### src/rtl/led_pkg.sv
// Shared constants and types for the PWM LED fader.
package led_pkg;

   localparam int unsigned NUM_CH_DEF    = 4;
   localparam int unsigned PWM_BITS_DEF  = 8;
   localparam int unsigned STEP_DIV_DEF  = 50000;
   localparam int unsigned DUTY_STEP_DEF = 1;

   typedef enum logic [1:0] {
      IDLE_OFF  = 2'd0,
      RAMP_UP   = 2'd1,
      IDLE_ON   = 2'd2,
      RAMP_DOWN = 2'd3
   } ramp_state_e;

   // Full-scale duty for a given PWM counter width.
   function automatic int unsigned dmax_of(input int unsigned bits);
      return (32'd1 << bits) - 32'd1;
   endfunction

endpackage

### src/rtl/led_fade_chan.sv
// One LED channel: input register, duty ramp toward the requested level,
// and PWM compare against the shared counter.
module led_fade_chan
   import led_pkg::*;
#(
   parameter int unsigned PWM_BITS  = PWM_BITS_DEF,
   parameter int unsigned DUTY_STEP = DUTY_STEP_DEF
) (
   input  logic                FAB_CLK,
   input  logic                FAB_RESET,
   input  logic                led_in,
   input  logic                fade_en,
   input  logic                step_tick,
   input  logic [PWM_BITS-1:0] pwm_cnt,
   output logic                led_out,
   output logic                busy_c
);

   localparam int unsigned         W1   = PWM_BITS + 1;
   localparam logic [PWM_BITS-1:0] DMAX = PWM_BITS'(dmax_of(PWM_BITS));
   localparam logic [W1-1:0]       STEP = W1'(DUTY_STEP);

   logic                in_q;
   logic [PWM_BITS-1:0] duty;
   logic [PWM_BITS-1:0] target_c;
   logic [PWM_BITS-1:0] duty_nxt_c;
   logic [W1-1:0]       up_c;
   logic [W1-1:0]       dn_c;
   ramp_state_e         state_c;

   assign target_c = in_q ? DMAX : '0;
   assign busy_c   = (duty != target_c);

   // State register: duty is the ramp state, in_q and led_out ride along.
   always_ff @(posedge FAB_CLK) begin
      if (FAB_RESET) begin
         in_q    <= 1'b0;
         duty    <= '0;
         led_out <= 1'b0;
      end else begin
         in_q    <= led_in;
         duty    <= duty_nxt_c;
         led_out <= (pwm_cnt < duty);
      end
   end

   // Ramp state decoded from duty versus target.
   always_comb begin
      state_c = IDLE_OFF;
      if (duty < target_c) begin
         state_c = RAMP_UP;
      end else if (duty > target_c) begin
         state_c = RAMP_DOWN;
      end else if (duty == DMAX) begin
         state_c = IDLE_ON;
      end
   end

   // Next duty: snap when fading is off, otherwise saturating step on tick.
   always_comb begin
      up_c       = {1'b0, duty} + STEP;
      dn_c       = {1'b0, duty} - STEP;
      duty_nxt_c = duty;
      if (!fade_en) begin
         duty_nxt_c = target_c;
      end else if (step_tick) begin
         case (state_c)
            RAMP_UP:
               duty_nxt_c = (up_c >= {1'b0, target_c}) ? target_c : up_c[PWM_BITS-1:0];
            RAMP_DOWN:
               duty_nxt_c = (dn_c[PWM_BITS] || (dn_c[PWM_BITS-1:0] <= target_c))
                            ? target_c : dn_c[PWM_BITS-1:0];
            default:
               duty_nxt_c = duty;
         endcase
      end
   end

endmodule

### src/rtl/led_fade_pwm.sv
// PWM LED driver with per-channel brightness fading; shared PWM and step
// timebases keep all channels phase-aligned.
module led_fade_pwm
   import led_pkg::*;
#(
   parameter int unsigned NUM_CH    = NUM_CH_DEF,
   parameter int unsigned PWM_BITS  = PWM_BITS_DEF,
   parameter int unsigned STEP_DIV  = STEP_DIV_DEF,
   parameter int unsigned DUTY_STEP = DUTY_STEP_DEF
) (
   input  logic              FAB_CLK,
   input  logic              FAB_RESET,
   input  logic [NUM_CH-1:0] LED_IN,
   input  logic              FADE_EN,
   output logic [NUM_CH-1:0] LED_OUT,
   output logic              BUSY
);

   localparam int unsigned DMAX = dmax_of(PWM_BITS);
   localparam int unsigned SW   = (STEP_DIV > 1) ? $clog2(STEP_DIV) : 1;

   logic [PWM_BITS-1:0] pwm_cnt;
   logic [SW-1:0]       step_cnt;
   logic                step_tick_c;
   logic [NUM_CH-1:0]   busy_c;

   assign step_tick_c = (step_cnt == SW'(STEP_DIV - 1));

   // PWM period is DMAX cycles so duty=DMAX stays solidly on.
   always_ff @(posedge FAB_CLK) begin
      if (FAB_RESET) begin
         pwm_cnt  <= '0;
         step_cnt <= '0;
         BUSY     <= 1'b0;
      end else begin
         pwm_cnt  <= (pwm_cnt == PWM_BITS'(DMAX - 1)) ? '0 : pwm_cnt + PWM_BITS'(1);
         step_cnt <= step_tick_c ? '0 : step_cnt + SW'(1);
         BUSY     <= |busy_c;
      end
   end

   for (genvar i = 0; i < NUM_CH; i++) begin : g_ch
      led_fade_chan #(
         .PWM_BITS  (PWM_BITS),
         .DUTY_STEP (DUTY_STEP)
      ) u_chan (
         .FAB_CLK   (FAB_CLK),
         .FAB_RESET (FAB_RESET),
         .led_in    (LED_IN[i]),
         .fade_en   (FADE_EN),
         .step_tick (step_tick_c),
         .pwm_cnt   (pwm_cnt),
         .led_out   (LED_OUT[i]),
         .busy_c    (busy_c[i])
      );
   end

endmodule

### config.mk
export PLATFORM = sky130hd
export DESIGN_NAME = led_fade_pwm
export DESIGN_NICKNAME = d
export VERILOG_FILES = /design/src/rtl/led_pkg.sv /design/src/rtl/led_fade_chan.sv /design/src/rtl/led_fade_pwm.sv
export SDC_FILE = /design/constraint.sdc
export NUM_CORES = 1
export LEC_CHECK = 0
export CAP_MARGIN = 0
export CORE_UTILIZATION = 55
export CTS_BUF_LIST = sky130_fd_sc_hd__clkbuf_4 sky130_fd_sc_hd__clkbuf_8 sky130_fd_sc_hd__clkbuf_16
export DETAILED_ROUTE_END_ITERATION = 8
export PLACE_DENSITY = 0.71
export SLEW_MARGIN = 15
export SYNTH_ARGS = -nofsm -noshare
export SYNTH_HDL_FRONTEND = slang
export SYNTH_HIERARCHICAL = 1
export SYNTH_SLANG_ARGS = --single-unit
### constraint.sdc
create_clock -name FAB_CLK -period 5.1 [get_ports FAB_CLK]
set_input_delay 0.765 -clock FAB_CLK [delete_from_list [all_inputs] [get_ports FAB_CLK]]
set_output_delay 0.765 -clock FAB_CLK [all_outputs]
set_load 0.005 [all_outputs]
==> flow_summary_export.csv, run 1 <==
group,metric,value,unit
final_layout,drive_above_1_share,0.0947,
grt,grt_usage,0.275,
yosys,syn_area,7140,um2
timing,post-route-period-util,0.637,
clocking,numCtsBuffers,9,
critical_path,crit_arrival,3.48,ns
yosys,muxShareOfSynthArea,0.0112,
placed_design,dp_cells,1022,
floorplanning,initial_core_util,0.566,
grt,grt_pass1_vias,6183,
worst_hold_path,min_path_type,"flip-flop to flip-flop",
yosys,synth_simple_gate_area_frac,0.201,
yosys,synth_seq_cells,65,
timing,report.final.setup_viol,0,
drt,vias,6347,
timing,fin_tns_setup,0,ns
floorplanning,placementRows,41,
grt,antenna_found_initial,0,
final_layout,fillCellCount,1138,
drt,drt-vias-per-instance,6.11,
clocking,cts.sinks,65,
clocking,root_buffer,"clkbuf_16",
pwr,p_total,1.82,mW
clocking,post_cts_buffers,0,
critical_path,worstSetupPathType,"flip-flop to flip-flop",
clocking,clk_pin_slew,0.06,ns
clocking,cts_tree,"yes",
yosys,synth_fa_ha_area_frac,0.230,
timing,fin_skew,0.00548,ns
clocking,clock_path_buffers,2,
critical_path,cp.required,5.33,ns
clocking,hold_buffers,0,
yosys,synth_xor_area_frac,0.0822,
timing,period_needed,3.25,ns
status,status,"complete, no violations",
clocking,insertion_delay,0.35,ns
timing,slew_violations,0,
final_layout,antenna_cells,0,
final_layout,fin_cells,1038,
timing,worst_slew_pin_slew,1.05,ns
drt,drtIter0Drc,492,
final_layout,synthToLayoutAreaGrowth,7.90,%
drt,dr.pass1.iters,6,
pwr,power.leakage,3.36,nW
drt,ant_nets,0,
placed_design,detailed_place_hpwl,13.0,mm
yosys,synth_top_family_by_area,"compound AO/OA/AOI/OAI gates",
floorplanning,die_height,116,um
final_layout,final_cell_mix,"ha_1, a21oi_1, inv_1",
yosys,synth_edf_count,0,
critical_path,path_max_fanout,9,
clocking,ctsResizeCount,0,
final_layout,nets,999,
pwr,p_per_area,236,nW/um2
pwr,max-vdd-ir-drop,0.200,mV
final_layout,postLayoutCoreUtil,0.611,
yosys,synth-compound-area-share,0.239,
floorplanning,core,12600,um2
yosys,synth-main-ff-cell,"dfxtp_1",
yosys,syn_area_per_cell,8.39,um2
yosys,syn_nets,989,
timing,rsz0062_at_grt,"no",
floorplanning,die_width,116,um
grt,grt_overflow_total,0,
placed_design,gp_congestion,0.929,
timing,hold_viol,0,
run,max_cap_violations,0,
drt,drc,0,
timing,slew_headroom,0.297,
placed_design,io_buffer_count,11,
floorplanning,ioPinCount,12,
yosys,syn_inst,851,
final_layout,final_common_cell,"ha_1",
critical_path,cp-end-kind,"flip-flop",
drt,routed_wl,17.3,mm
yosys,synth-async-reset-ratio,0,
yosys,yosysUniqueCellTypes,82,
floorplanning,die-area,13400,um2
grt,grt_pass1_wl,29.2,mm
clocking,cts_htree_levels,3,
yosys,yosysSeqAreaShare,0.182,
drt,wire_per_inst,16.6,um
timing,timing.fmax,308,MHz
yosys,ys_warn_count,6,
grt,grt_max_degree,36,
critical_path,start_kind,"flip-flop",
-- path summary, 6_finish.rpt --
| kind | startpoint | end | slack (ns) | depth (start not counted) |
|---|---|---|---|---|
| max | g_ch[2].u_chan/duty[0]$_SDFFE_PP0P_ | g_ch[2].u_chan/duty[6]$_SDFFE_PP0P_ | 1.85 | 14 |
| min | step_cnt[0]$_SDFF_PP0_ | step_cnt[0]$_SDFF_PP0_ | 0.50 | 1 |
| max reg2reg | g_ch[2].u_chan/duty[0]$_SDFFE_PP0P_ | g_ch[2].u_chan/duty[6]$_SDFFE_PP0P_ | 1.85 | 14 |
| min reg2reg | step_cnt[0]$_SDFF_PP0_ | step_cnt[0]$_SDFF_PP0_ | 0.50 | 1 |
-- sequential cells by signal (all words and copies together) (netlist names) --
signal / cells
BUSY: 1
step_cnt: 16
g_ch.u_chan/in_q: 4
g_ch.u_chan/duty: 32
g_ch.u_chan/led_out: 4
pwm_cnt: 8
-- stage by stage --
| stage | setup WS [ns] | instance area, um2 | hold WS (ns) |
|---|---|---|---|
| floorplan | 2.21 | 7140 | 0.451 |
| global placement | 2.02 | 7370 | 0.476 |
| detailed placement | 1.93 | 7370 | 0.489 |
| CTS | 1.88 | 7700 | 0.503 |
| global route | 1.62 | 7700 | 0.532 |
| finish | 1.85 | 7700 | 0.497 |
-- cell families (layout without fill, tap and decap cells) --
family	count (synthesis)	in the layout
simple gates	262	262
compound gates	225	225
fa+ha+maj	131	131
buf+inv	93	108
xor+xnor	67	67
flops	65	65
mux	8	8
-- synthesized netlist by cell type (all sizes together) (13+ instances only) --
master    n  share of area
nand2b   23          0.020
dfxtp    65           0.18
xnor2    58          0.071
inv      77          0.040
nor3     29          0.024
a21oi    84          0.063
a211oi   13          0.021
nand2    29          0.015
a211o    22          0.027
o21ai    24          0.017
nor2b    14          0.012
nor2     75          0.043
nand4    14          0.013
nand3    34          0.024
ha      131           0.23
-- layer usage --
metal  track usage  part of all wire  vias to the layer above
met5             0                 0                        -
met4         0.112             0.023                        0
met3        0.0481             0.045                       40
met2         0.485              0.50                      181
met1         0.329              0.43                     3005
li1              -                 -                     3121
-- critical path, stage by stage (launching register included) --
cell and delay [ns]:
dfxtp_1 0.42, inv_1 0.12, ha_1 0.24, and3_1 0.23, nand3_1 0.11, xnor2_1 0.15, inv_1 0.07, ha_1 0.28
nand4_1 0.15, nor4b_2 0.30, a31oi_1 0.10, o31a_4 0.17, o211a_4 0.27, a21boi_1 0.15, a2111o_1 0.38
-- where the power goes --
part / switching [mW] / internal (mW) / total [mW] / leakage [nW]
combinational: 0.320 / 0.238 / 0.558 / 2.67
clock: 0.245 / 0.453 / 0.698 / 0.162
sequential: 0.0335 / 0.529 / 0.563 / 0.531
-- layout make-up --
cell class / count / area, um2 / area share
clock buffers: 11 / 253 / 0.0328
clock inverters: 5 / 77.6 / 0.0101
inverters: 80 / 300 / 0.0390
multi-input cells: 693 / 5450 / 0.707
flip-flops and latches: 65 / 1300 / 0.169
well taps: 172 / 215 / 0.0279
repair buffers: 12 / 113 / 0.0146
No activity file was read; power rests on OpenSTA's default activity.
==> run 2: changes to the inputs <==
--- a/config.mk
+++ b/config.mk
@@ -9,7 +9,7 @@
 export CORE_UTILIZATION = 55
 export CTS_BUF_LIST = sky130_fd_sc_hd__clkbuf_4 sky130_fd_sc_hd__clkbuf_8 sky130_fd_sc_hd__clkbuf_16
 export DETAILED_ROUTE_END_ITERATION = 8
-export PLACE_DENSITY = 0.71
+export PLACE_DENSITY = 0.73
 export SLEW_MARGIN = 15
 export SYNTH_ARGS = -nofsm -noshare
 export SYNTH_HDL_FRONTEND = slang
==> constraint.sdc (replaced) <==
create_clock -name FAB_CLK -period 2.95 [get_ports FAB_CLK]
set_input_delay 0.4425 -clock FAB_CLK [delete_from_list [all_inputs] [get_ports FAB_CLK]]
set_output_delay 0.4425 -clock FAB_CLK [all_outputs]
set_load 0.005 [all_outputs]
==> run 2 against run 1 <==
Effect of this change: count of clock-buffer cells in the layout stayed put; setup slack worse by 1.8 ns; global-route usage is 1.4 points higher; flip-flop and latch count stayed put; die area stayed put; non-clock buffer count is 81 higher; sequential power is 72% higher; sequential share of layout area is 1.8 points lower; clock skew is 0.0038 ns higher; first-iteration DRC count is 6.1% lower; utilization is 8.6 points higher; cell area is 14% higher; highest routed layer unchanged.
==> flow_summary_export.csv, run 2 (synthesis results as in run 1) <==
group,metric,value,unit
pwr,p_per_area,392,nW/um2
timing,timing.fmax,339,MHz
final_layout,final_common_cell,"ha_1",
critical_path,critPathBufInv,2,
worst_hold_path,min_path_type,"flip-flop to flip-flop",
critical_path,cp_top_family,"compound AO/OA/AOI/OAI gates",
final_layout,fillCellCount,1004,
critical_path,reg2reg_depth,13,
floorplanning,core,12600,um2
floorplanning,placementRows,41,
drt,vias,6824,
placed_design,io_buffer_count,11,
clocking,cts_tree,"yes",
critical_path,critPathSlowestCell,"dfxtp_4",
grt,grt_pass1_vias,6684,
timing,rsz0062_at_grt,"yes",
clocking,cts_htree_levels,3,
floorplanning,die-area,13400,um2
drt,ant_nets,0,
critical_path,start_kind,"flip-flop",
run,max_cap_violations,0,
pwr,power.leakage,3.84,nW
critical_path,max_stage_delay,0.37,ns
final_layout,final_cell_mix,"ha_1, buf_4, a21oi_1",
timing,worst_slew_pin_slew,0.725,ns
clocking,insertion_delay,0.35,ns
floorplanning,die_height,116,um
final_layout,finalInstanceArea,8790,um2
final_layout,largest-register,"g_ch.u_chan/duty",
drt,drt-vias-per-instance,6.11,
grt,grt_max_degree,31,
timing,fin_skew,0.00926,ns
final_layout,top_regs,"g_ch.u_chan/duty: 32 flops, step_cnt: 16 flops, pwm_cnt: 8 flops",
clocking,clock_path_buffers,2,
pwr,max-vdd-ir-drop,0.305,mV
critical_path,crit_arrival,3.17,ns
drt,dr.pass1.iters,5,
status,status,"complete, no violations",
timing,hold_viol,0,
timing,period_needed,2.95,ns
critical_path,cp.required,3.18,ns
critical_path,cp_cell_sequence,"buf_6 -> nor3_4 -> and3_4 -> xnor2_4 -> inv_2 -> ha_4 -> nand4_1 -> nor4b_2 -> a31oi_1 -> o31a_4 -> o211a_4 -> a21boi_4 -> a2111o_1",
critical_path,worstSetupPathType,"flip-flop to flip-flop",
drt,wire_per_inst,17.6,um
placed_design,placed_area,7860,um2
clocking,numCtsBuffers,9,
final_layout,nets,1080,
floorplanning,die_width,116,um
final_layout,multiInputGateArea,5880,um2
floorplanning,initial_core_util,0.566,
floorplanning,ioPinCount,12,
timing,post-route-period-util,0.999,
placed_design,gp_congestion,0.904,
clocking,clk_pin_slew,0.06,ns
final_layout,drive_above_1_share,0.257,
grt,antenna_found_initial,0,
drt,drtIter0Drc,462,
timing,slew_violations,0,
grt,grt_usage,0.289,
worst_hold_path,hold_path_depth,1,
grt,grt_overflow_total,0,
timing,slew_headroom,0.517,
final_layout,seq_area,1330,um2
final_layout,largest_reg_flops,32,
clocking,hold_buffers,0,
timing,timing.hold.ws,0.481,ns
critical_path,cp-end-kind,"flip-flop",
critical_path,cp.depth,13,
timing,report.final.setup_viol,0,
final_layout,antenna_cells,0,
drt,routed_wl,19.6,mm
clocking,cts.sinks,65,
final_layout,synthToLayoutAreaGrowth,23.1,%
grt,grt_pass1_wl,30.7,mm
placed_design,detailed_place_hpwl,14.2,mm
clocking,root_buffer,"clkbuf_16",
drt,drc,0,
critical_path,path_max_fanout,6,
==> run 2: cell count changes in the layout (fill, tap and decap cells not counted), moves of 7 or more <==
cell | previous run | this run
buf_4 | 1 | 77
dfxtp_1 | 65 | 50
dfxtp_2 | 0 | 11
ha_1 | 131 | 124
nor3_1 | 25 | 15
xnor2_1 | 58 | 47
xnor2_2 | 0 | 8
==> run 2: what timing repair did <==
action	4_1_cts	5_1_grt
endpoints found under the setup margin	20	32
buffers inserted	3	12
pin swaps	4	25
resized for setup	11	98
gates cloned	0	2
==> run 2: stage by stage <==
| stage | std cells | utilization | power (mW) | setup TNS [ns] | worst slack, ns |
|---|---|---|---|---|---|
| finish | 1117 | 0.697 | 3.44 | 0 | 0.00375 |
| global route | 1117 | 0.697 | 3.61 | -1.28 | -0.195 |
| CTS | 1103 | 0.655 | 3.31 | 0 | 0.00751 |
| global placement | 1086 | 0.622 | 1.98 | 0 | 0.0120 |
| detailed placement | 1086 | 0.622 | 2.04 | -0.636 | -0.105 |
| floorplan | 851 | - | 1.72 | 0 | 0.0637 |
==> run 2: final timing paths <==
check / from / endpoint / slack (ns)
max reg2reg: g_ch[2].u_chan/duty[0]$_SDFFE_PP0P_ / g_ch[2].u_chan/duty[5]$_SDFFE_PP0P_ / 0.004
min reg2reg: step_cnt[0]$_SDFF_PP0_ / step_cnt[0]$_SDFF_PP0_ / 0.48
max: g_ch[2].u_chan/duty[0]$_SDFFE_PP0P_ / g_ch[2].u_chan/duty[5]$_SDFFE_PP0P_ / 0.004
min: step_cnt[0]$_SDFF_PP0_ / step_cnt[0]$_SDFF_PP0_ / 0.48
==> run 2: routing by layer <==
| metal | wire (um) | GRT usage | up-vias |
|---|---|---|---|
| li1 | - | - | 3278 |
| met1 | 8250 | 0.335 | 3298 |
| met2 | 9990 | 0.524 | 191 |
| met3 | 797 | 0.0497 | 57 |
| met4 | 601 | 0.117 | 0 |
| met5 | 0 | 0 | - |
==> run 2: power by group <==
part | total [mW] | switching (mW) | internal, mW
logic | 1.22 | 0.658 | 0.567
registers | 0.970 | 0.0556 | 0.914
clock network | 1.25 | 0.402 | 0.848
==> run 2: layout make-up <==
type	count	area share
timing repair buffer	93	0.0827
sequential	65	0.151
clock buffer	11	0.0280
inverter	80	0.0350
clock inverter	3	0.0102
tap	172	0.0245
multi-input combinational	693	0.668
